$ cat src/rtl/rob_multi_commit.sv
// In-order retirement buffer: one alloc per cycle, CDB_PORTS write-backs, up to COMMIT_W
// retirements, store handshake with the D-cache and mispredict flush. Optional bypass: ROB_BYPASS_EN.
module rob_multi_commit #(
  parameter int DEPTH     = 8,
  parameter int TAG_W     = 4,
  parameter int CDB_PORTS = 3,
  parameter int COMMIT_W  = 2
) (
  input  logic                                 clk,
  input  logic                                 rst,
  input  logic                                 alloc_valid,
  input  logic [1:0]                           alloc_type,
  input  logic [4:0]                           alloc_dest,
  output logic                                 alloc_ready,
  output logic [TAG_W-1:0]                     alloc_tag,
  input  logic [CDB_PORTS-1:0]                 wb_valid,
  input  logic [CDB_PORTS-1:0][TAG_W-1:0]      wb_tag,
  input  logic [CDB_PORTS-1:0][31:0]           wb_val,
  input  logic [CDB_PORTS-1:0][31:0]           wb_addr,
  input  logic [CDB_PORTS-1:0]                 wb_mispred,
  output logic [COMMIT_W-1:0]                  cm_valid,
  output logic [COMMIT_W-1:0][4:0]             cm_rd,
  output logic [COMMIT_W-1:0][31:0]            cm_val,
  output logic [COMMIT_W-1:0][TAG_W-1:0]       cm_tag,
  output logic                                 mem_write,
  output logic [31:0]                          mem_address,
  output logic [31:0]                          mem_wdata,
  input  logic                                 mem_resp,
  output logic                                 flush,
  output logic [31:0]                          flush_pc,
  output logic [TAG_W:0]                       count
`ifdef ROB_BYPASS_EN
  ,
  input  logic [1:0][TAG_W-1:0]                rd_tag,
  output logic [1:0]                           rd_ready,
  output logic [1:0][31:0]                     rd_val
`endif
);
  localparam logic [1:0]     T_REG   = 2'd0;
  localparam logic [1:0]     T_ST    = 2'd1;
  localparam logic [1:0]     T_BR    = 2'd2;
  localparam logic [TAG_W:0] DEPTH_C = (TAG_W+1)'(DEPTH);

  typedef struct packed {
    logic        busy;
    logic        ready;
    logic        mispred;
    logic [1:0]  typ;
    logic [4:0]  dest;
    logic [31:0] val;
    logic [31:0] addr;
  } ent_t;

  typedef enum logic {S_IDLE, S_WRITE} st_state_t;

  // Tags are 1-based pointers that wrap DEPTH -> 1.
  function automatic logic [TAG_W-1:0] wrap_add(input logic [TAG_W-1:0] p, input logic [TAG_W:0] k);
    logic [TAG_W+1:0] s;
    s = {2'b00, p} + {1'b0, k};
    if (s > (TAG_W+2)'(DEPTH)) s = s - (TAG_W+2)'(DEPTH);
    return s[TAG_W-1:0];
  endfunction

  ent_t                             ent [1:DEPTH];
  logic [TAG_W-1:0]                 head, tail;
  st_state_t                        st_state;
  logic [COMMIT_W-1:0][TAG_W-1:0]   slot_tag;
  logic [COMMIT_W-1:0]              occ, retire;
  logic [TAG_W:0]                   n_ret;
  logic                             go, alloc_fire;

  for (genvar k = 0; k < COMMIT_W; k++) begin : g_slot
    assign slot_tag[k] = wrap_add(head, (TAG_W+1)'(k));
    assign occ[k]      = count > (TAG_W+1)'(k);
  end

  assign alloc_ready = count < DEPTH_C;
  assign alloc_tag   = alloc_ready ? tail : '0;
  assign alloc_fire  = alloc_valid && alloc_ready && !flush;

  // Commit window: a prefix of ready slots; stores only retire from slot 0 via the FSM.
  always_comb begin
    cm_valid = '0;
    cm_rd    = '0;
    cm_val   = '0;
    cm_tag   = '0;
    retire   = '0;
    flush    = 1'b0;
    flush_pc = '0;
    n_ret    = '0;
    go       = 1'b1;
    for (int k = 0; k < COMMIT_W; k++) begin
      if (go && occ[k] && ent[slot_tag[k]].ready) begin
        case (ent[slot_tag[k]].typ)
          T_REG: begin
            retire[k]   = 1'b1;
            cm_valid[k] = 1'b1;
            cm_rd[k]    = ent[slot_tag[k]].dest;
            cm_val[k]   = ent[slot_tag[k]].val;
            cm_tag[k]   = slot_tag[k];
          end
          T_ST: begin
            go        = 1'b0;
            retire[k] = (k == 0) && (st_state == S_WRITE) && mem_resp;
          end
          T_BR: begin
            retire[k] = 1'b1;
            if (ent[slot_tag[k]].mispred) begin
              flush    = 1'b1;
              flush_pc = ent[slot_tag[k]].addr;
              go       = 1'b0;
            end
          end
          default: retire[k] = 1'b1;
        endcase
      end else begin
        go = 1'b0;
      end
      if (retire[k]) n_ret = n_ret + (TAG_W+1)'(1);
    end
  end

  always_ff @(posedge clk) begin
    if (rst || flush) begin
      head  <= TAG_W'(1);
      tail  <= TAG_W'(1);
      count <= '0;
      for (int i = 1; i <= DEPTH; i++) ent[i] <= '0;
    end else begin
      for (int c = 0; c < CDB_PORTS; c++) begin
        if (wb_valid[c] && wb_tag[c] != '0 && {1'b0, wb_tag[c]} <= DEPTH_C && ent[wb_tag[c]].busy) begin
          ent[wb_tag[c]].val     <= wb_val[c];
          ent[wb_tag[c]].addr    <= wb_addr[c];
          ent[wb_tag[c]].mispred <= wb_mispred[c];
          ent[wb_tag[c]].ready   <= 1'b1;
        end
      end
      for (int k = 0; k < COMMIT_W; k++)
        if (retire[k]) ent[slot_tag[k]] <= '0;
      if (alloc_fire) begin
        ent[tail] <= '{busy: 1'b1, ready: 1'b0, mispred: 1'b0, typ: alloc_type,
                       dest: alloc_dest, val: 32'h0, addr: 32'h0};
        tail <= wrap_add(tail, (TAG_W+1)'(1));
      end
      head  <= wrap_add(head, n_ret);
      count <= count + (TAG_W+1)'(alloc_fire) - n_ret;
    end
  end

  // Store port: launch from a ready head store, hold until the cache answers.
  always_ff @(posedge clk) begin
    if (rst) begin
      st_state    <= S_IDLE;
      mem_write   <= 1'b0;
      mem_address <= '0;
      mem_wdata   <= '0;
    end else begin
      case (st_state)
        S_IDLE: if (occ[0] && ent[head].ready && ent[head].typ == T_ST) begin
          st_state    <= S_WRITE;
          mem_write   <= 1'b1;
          mem_address <= {ent[head].addr[31:2], 2'b00};
          mem_wdata   <= ent[head].val;
        end
        S_WRITE: if (mem_resp) begin
          st_state  <= S_IDLE;
          mem_write <= 1'b0;
        end
        default: st_state <= S_IDLE;
      endcase
    end
  end

`ifdef ROB_BYPASS_EN
  always_comb begin
    rd_ready = '0;
    rd_val   = '0;
    for (int p = 0; p < 2; p++) begin
      if (rd_tag[p] != '0 && {1'b0, rd_tag[p]} <= DEPTH_C) begin
        rd_ready[p] = ent[rd_tag[p]].ready;
        rd_val[p]   = ent[rd_tag[p]].val;
        for (int c = 0; c < CDB_PORTS; c++) begin
          if (wb_valid[c] && wb_tag[c] == rd_tag[p]) begin
            rd_ready[p] = 1'b1;
            rd_val[p]   = wb_val[c];
          end
        end
      end
    end
  end
`endif
endmodule

$ cat config.mk
export PLATFORM = sky130hd
export DESIGN_NAME = rob_multi_commit
export DESIGN_NICKNAME = d
export VERILOG_FILES = /design/src/rtl/rob_multi_commit.sv
export SDC_FILE = /design/constraint.sdc
export NUM_CORES = 2
export LEC_CHECK = 0
export CORE_MARGIN = 2
export CORE_UTILIZATION = 35
export CTS_CLUSTER_SIZE = 12
export DETAILED_ROUTE_END_ITERATION = 10
export HOLD_SLACK_MARGIN = 0.12
export MAX_ROUTING_LAYER = met4
export SLEW_MARGIN = 20
export SYNTH_ARGS = -nofsm -noshare
export SYNTH_HDL_FRONTEND = slang
export SYNTH_SLANG_ARGS = --single-unit
$ cat constraint.sdc
create_clock -name clk -period 4.7 [get_ports clk]
set_input_delay 0.47 -clock clk [delete_from_list [all_inputs] [get_ports clk]]
set_output_delay 0.47 -clock clk [all_outputs]
set_load 0.01 [all_outputs]
### Word level (Yosys, flattened, before mapping)

Memory sizes are Yosys's and may differ from the RTL's. A register that Yosys moved wholly into a read port is not among the register bits.
Index checks and enable logic that the tools add are counted.
Widths: inputs -> output; s select.

| storage, ports and cells | value |
|---|---|
| register bits | 77 |
| RAM bits | 592 |
| bits of input ports | 221 |
| output and inout bits | 192 |
| memories | 1 |

Memories:

| name | words | width | rd ports | clocked after Yosys merged registers in | write ports | line | RTL |
|---|---|---|---|---|---|---|---|
| ent | 8 | 74 | 6 | 1 | 8 | 64 | `ent_t ent [1:DEPTH];` |

| cells by class | value |
|---|---|
| add/sub/neg operators | 10 |
| magnitude comparators | 10 |
| equality and inequality tests | 7 |
| muxes and demuxes | 87 |
| bitwise gates (word level) | 1 |
| reductions and logical operators | 32 |

Operators with widths:

| operator | count |
|---|---|
| $mux 74 | 6 |
| $reduce_or 74->1 | 6 |
| $mux 32 | 10 |
| $mux 4 | 16 |
| $mux 1 | 44 |
| $mux 5 | 5 |
| $logic_and 1x1->1 | 17 |
| $sub 4x4->4 const B | 4 |
| $le 4x4->1 const B | 3 |
| $reduce_bool 4->1 | 3 |
| $add 4x1->5 const B | 2 |
| $gt 5x1->1 const B | 2 |
| $gt 5x4->1 const B | 2 |
| $add 4x5->6 | 1 |
| $eq 2x1->1 const B | 3 |
| $gt 6x4->1 const B | 1 |
| $mux 2 | 3 |
| $pmux 1 s2 | 3 |
| $add 5x1->5 | 1 |
| $add 5x1->5 const B | 1 |
| $lt 5x4->1 const B | 1 |
| $sub 5x5->5 | 1 |
| $eq 2x2->1 const B | 2 |
| $gt 4x4->1 const B | 1 |
| other kinds (6) | 9 |

### Logic depth before layout (Yosys ltp)

An unclocked memory read counts as a cell.

| logic depth | value |
|---|---|
| depth after elaboration | 16 |
| mapped depth | 22 |
| mapped depth without buffers | 18 |

### Worst setup path before layout

Ideal clock, no wire load.

| path | value |
|---|---|
| path type | reg-to-reg |
| from | register head[1] |
| to | register count[4] |
| data arrival time | 5.042 ns |
| setup slack | -0.469 ns |
| stages on the path, launching flop included | 21 |
| buffers on the path | 3 |
| path through | dfxtp_1 buf_2 buf_2 clkinv_1 ha_1 clkbuf_1 mux4_2 mux2i_1 mux2i_1 a32o_1 nor3_1 ha_1 ha_1 inv_1 ha_1 fa_1 a21oi_1 nor2_1 nor2_1 xnor2_1 nor2_1 |

| on the way | value |
|---|---|
| word-level cells in the longest chain between the ends | 13 |
| elaborated cells on any way between the ends | 36 |

RTL lines:

| element | line | RTL |
|---|---|---|
| start: declaration | 65 | `logic [TAG_W-1:0] head, tail;` |
| start signal: assignment | 145 | `head <= wrap_add(head, n_ret);` |
| branches (longest 2 deep; another with $add 4x1->5) | -- |  |
| $mem_v2 8x74 (*) | -- |  |
| $eq 2x2->1 (tied with other cells) | 94 | `case (ent[slot_tag[k]].typ)` |
| $mux 1 or $pmux 1 s2 (tied branches) | 94 |  |
| $mux 1 | 93 | `if (go && occ[k] && ent[slot_tag[k]].ready) begin` |
| $mux 1 or $logic_and 1x1->1 (tied branches) | 108, 93 |  |
| $mux 1 or $logic_and 1x1->1 (tied branches) | 94, 93 |  |
| $mux 1 | 93 |  |
| $logic_not 1->1 | 79 | `assign alloc_fire = alloc_valid && alloc_ready && !flush;` |
| $logic_and 1x1->1 | 79 |  |
| $add 5x1->5 | 146 | `count <= count + (TAG_W+1)'(alloc_fire) - n_ret;` |
| $sub 5x5->5 | 146 |  |
| end signal: assignment | 146 |  |
| end: declaration | 31 | `output logic [TAG_W:0] count` |

Mark *: on every way between the ends.
A chain may end at the register's enable or synchronous reset.

==> metrics.md <==
| Metric | Value |
|---|---|
| Fmax | approximately 210 MHz |
| Synthesis warning total | 0 |
| Drt pass-1 iters | 10 |
| Filler cells | 17.6k |
| Area of the core | 0.187 mm^2 |
| Final Hold Fails | 0 |
| CP startpoint | head[0] |
| Setup ws final | 0.0149 ns |
| IO Port Bufs | 410 |
| Htree depth | 4 |
| Distinct cells, synth | 81 |
| Clock latency at the later pin of the worst-skew pair | 0.83 ns |
| Crit path buf inv count | 6 |
| Clock sink total | around 1.2k |
| Post-route ant nets | 0 |
| Vias in the first global route | between 50k and 60k |
| CTS tree | built |
| Root Buffer | clkbuf_16 |
| Clock skew | ~0.034 ns |
| Die X | 437 um |
| Via count | 60.3k |
| DR DRC count | 0 |
| Post-synthesis sequential area ratio | 0.388 |
| Pwr/cell area | approximately 310 mW/mm^2 |
| Total clock buffers created by CTS | 141 |
| Initial antenna violation count | 83 |
| Clock transition at the registers of the reported paths | 0.06 ns |
| Final period utilization | 0.997 |
| Min Tclk post-route | roughly 4.7 ns |
| Max IR drop VDD | 347 uV |
| Total GRT Usage | 0.313 |
| Total grt overflow | 0 |
| Pre-CTS WS | 0.0500 ns |
| First-pass GRT wire length | approximately 430000 um |
| Critical Path AT | 5.37 ns |
| Clock buffer depth | 3 |
| Post-Route WL | between 300000 and 400000 um |
| Async set-reset flop share out of synthesis | 0 |
| Die Y | 437 um |
| Die Area | roughly 0.19 mm^2 |
| Largest net degree at the start of global routing | 126 |
| Synthesis-to-finish area growth | 20.9% |
| Top FF cell, synth | dfxtp_1 |
| I/O Pins | 413 |
| Hpwl dp | 183000 um |
| Seq cells post-synth | 1229 |
| Cell Chain, Critical Path | buf_4, bufbuf_16, mux2_2, mux4_2, and4_1, o32a_1, buf_4, buf_4, and3_4, buf_4, or3_2, buf_12, o21ai_0, o22ai_1 |
| Reg2reg start | head[0] |
| WS Path Type | flop to flop |
| GPL Wtd Cong | 0.962 |
| Initial Utilization | 0.351 |
| Floorplan row count | 159 |
| Leakage power | roughly 32 nW |
| Unrepaired setup endpoints after global routing | yes |
| Post-synth EDFFs | 92 |
| Rel. slew slack | 0.341 |
| Mean post-synth cell area | 9.48 um^2 |
| Max-capacitance violation count | 0 |
| Cell area after synthesis | 0.0658 mm^2 |
| Final Max Tran Viols | 0 |
| CP endpoint kind | flop |
| Via density | 6.25 |
| Worst hold start | mem_resp |
| Final-report setup violation count | 0 |
| Final core utilization | 0.425 |
| Critical path's slowest cell | or3_2 |
| Layout cell share with drive strength beyond 1 | 0.168 |
| Iter 0 DRT Violations | between 8k and 9k |
| Worst-Margin Slew | about 1 ns |
| Synth Instances | 6939 |
| Startpoint Class | flop |
| Crit-path most repeated cell | buf_4 |
| Wire per inst | 31.3 um |
| Nets@finish | 7209 |
| CP max FO | 28 |
| Status | finished clean |
| Worst Path Required | between 5 and 6 ns |
| Worst min path class | input port to flop |
| Crit path max-delay family | simple AND/OR/NAND/NOR gates |
| Crit-path max cell delay | about 0.85 ns |
worst reg2reg max path, stage by stage (launching register included):
cell and delay (ns):
dfxtp_4 0.40, buf_4 0.13, bufbuf_16 0.27, mux2_2 0.35, mux4_2 0.49, and4_1 0.24
o32a_1 0.22, buf_4 0.15, buf_4 0.14, and3_4 0.20, buf_4 0.19, or3_2 0.86
buf_12 0.36, o21ai_0 0.43, o22ai_1 0.12
where the power goes:
| part | total [W] | switching [W] | internal [W] |
|---|---|---|---|
| Sequential | 0.0108 | 0.000122 | 0.0107 |
| Combinational | 0.00249 | 0.00152 | 0.000976 |
| Clock | 0.0114 | 0.00481 | 0.00656 |
| Total | 0.0247 | 0.00645 | 0.0182 |
sequential cells by signal, summed over array words and instances (netlist names):
name / count
tail: 4
ent: 1152
mem_address: 30
st_state: 1
mem_write: 1
mem_wdata: 32
head: 4
count: 5
synth_stat cells (31+ instances only):
cell type	instances	area, um^2
dfxtp_1	1137	22800
nor2b_1	275	1720
a22o_1	385	3370
nand3_1	33	165
and2_1	352	2200
a21oi_1	762	3810
o22ai_1	106	663
a31oi_1	124	776
and3_1	31	194
inv_1	95	357
nand2_1	788	2960
edfxtp_1	92	2760
a221o_1	118	1180
buf_1	172	646
a211oi_1	72	541
mux2i_1	294	2940
nor2_1	605	2270
mux4_2	490	11000
o21ai_0	89	445
clkbuf_1	517	1940
buf_2	103	515
final timing paths:
path | end | slack (ns) | cells past startpoint
min reg2reg | mem_write | 0.46 | 2
min | st_state | 0.31 | 3
max reg2reg | ent[8][48] | 0.01 | 14
max | ent[8][48] | 0.01 | 14
layout make-up:
type,instances,area (um^2),share of cell area
multi-input combinational,4772,37300,0.469
sequential,1229,25500,0.321
timing repair buffer,721,8340,0.105
clock buffer,202,4090,0.0514
tap,2495,3120,0.0393
clock inverter,47,573,0.00721
inverter,99,375,0.00472
antenna,81,203,0.00255
cell families (layout without fill, tap and decap cells):
| kind of cell | count (synthesis) | in the layout | synth area share |
|---|---|---|---|
| muxes | 800 | 800 | 0.215 |
| AOI/OAI and AO/OA | 1742 | 1742 | 0.175 |
| other | 1 | 83 | 0.0000570 |
| adders and majority gates | 24 | 24 | 0.00480 |
| and+or+nand+nor | 2194 | 2196 | 0.157 |
| xor gates and xnor gates | 8 | 8 | 0.00118 |
| buffers and inverters | 941 | 1069 | 0.0582 |
| DFF | 1229 | 1229 | 0.388 |
layer usage:
metal	vias to the layer above	share of wire	wire length, um	GRT usage
met5	-	0	0	-
met4	0	0.085	25500	0.225
met3	1236	0.11	33100	0.0770
met2	4337	0.43	131000	0.456
met1	29500	0.37	112000	0.376
li1	25200	-	-	-
stage by stage:
step	hold slack [ns]	std cells	total power [W]	setup TNS (ns)	area [um^2]
after floorplan	0.421	6940	0.0124	0	65800
after global placement	0.444	9266	0.0133	0	73400
after detailed placement	0.449	9266	0.0134	0	73400
after CTS	0.283	9549	0.0246	-0.180	78900
after global routing	0.360	9640	0.0252	-0.410	79500
final	0.311	9646	0.0247	0	79500
repair_timing:
item,4_1_cts,5_1_grt
endpoints found under the setup margin,116,139
hold endpoints to repair,25,0
resized for setup,154,69
pin swaps,4,10
hold buffers,1,0
buffers inserted,25,12
gates cloned,9,4
cells in the final DEF, fill, tap and decap left out, types with 123 or more instances in the layout:
cell type	count
clkdlybuf4s50_1	319
a22o_1	385
and2_1	350
mux2i_1	293
buf_4	169
mux4_2	490
dfxtp_1	1133
a21oi_1	760
nor2b_1	269
clkbuf_16	146
nand2_1	786
nor2_1	592
a31oi_1	123
Note: power is estimated with default switching activity, not from simulation.
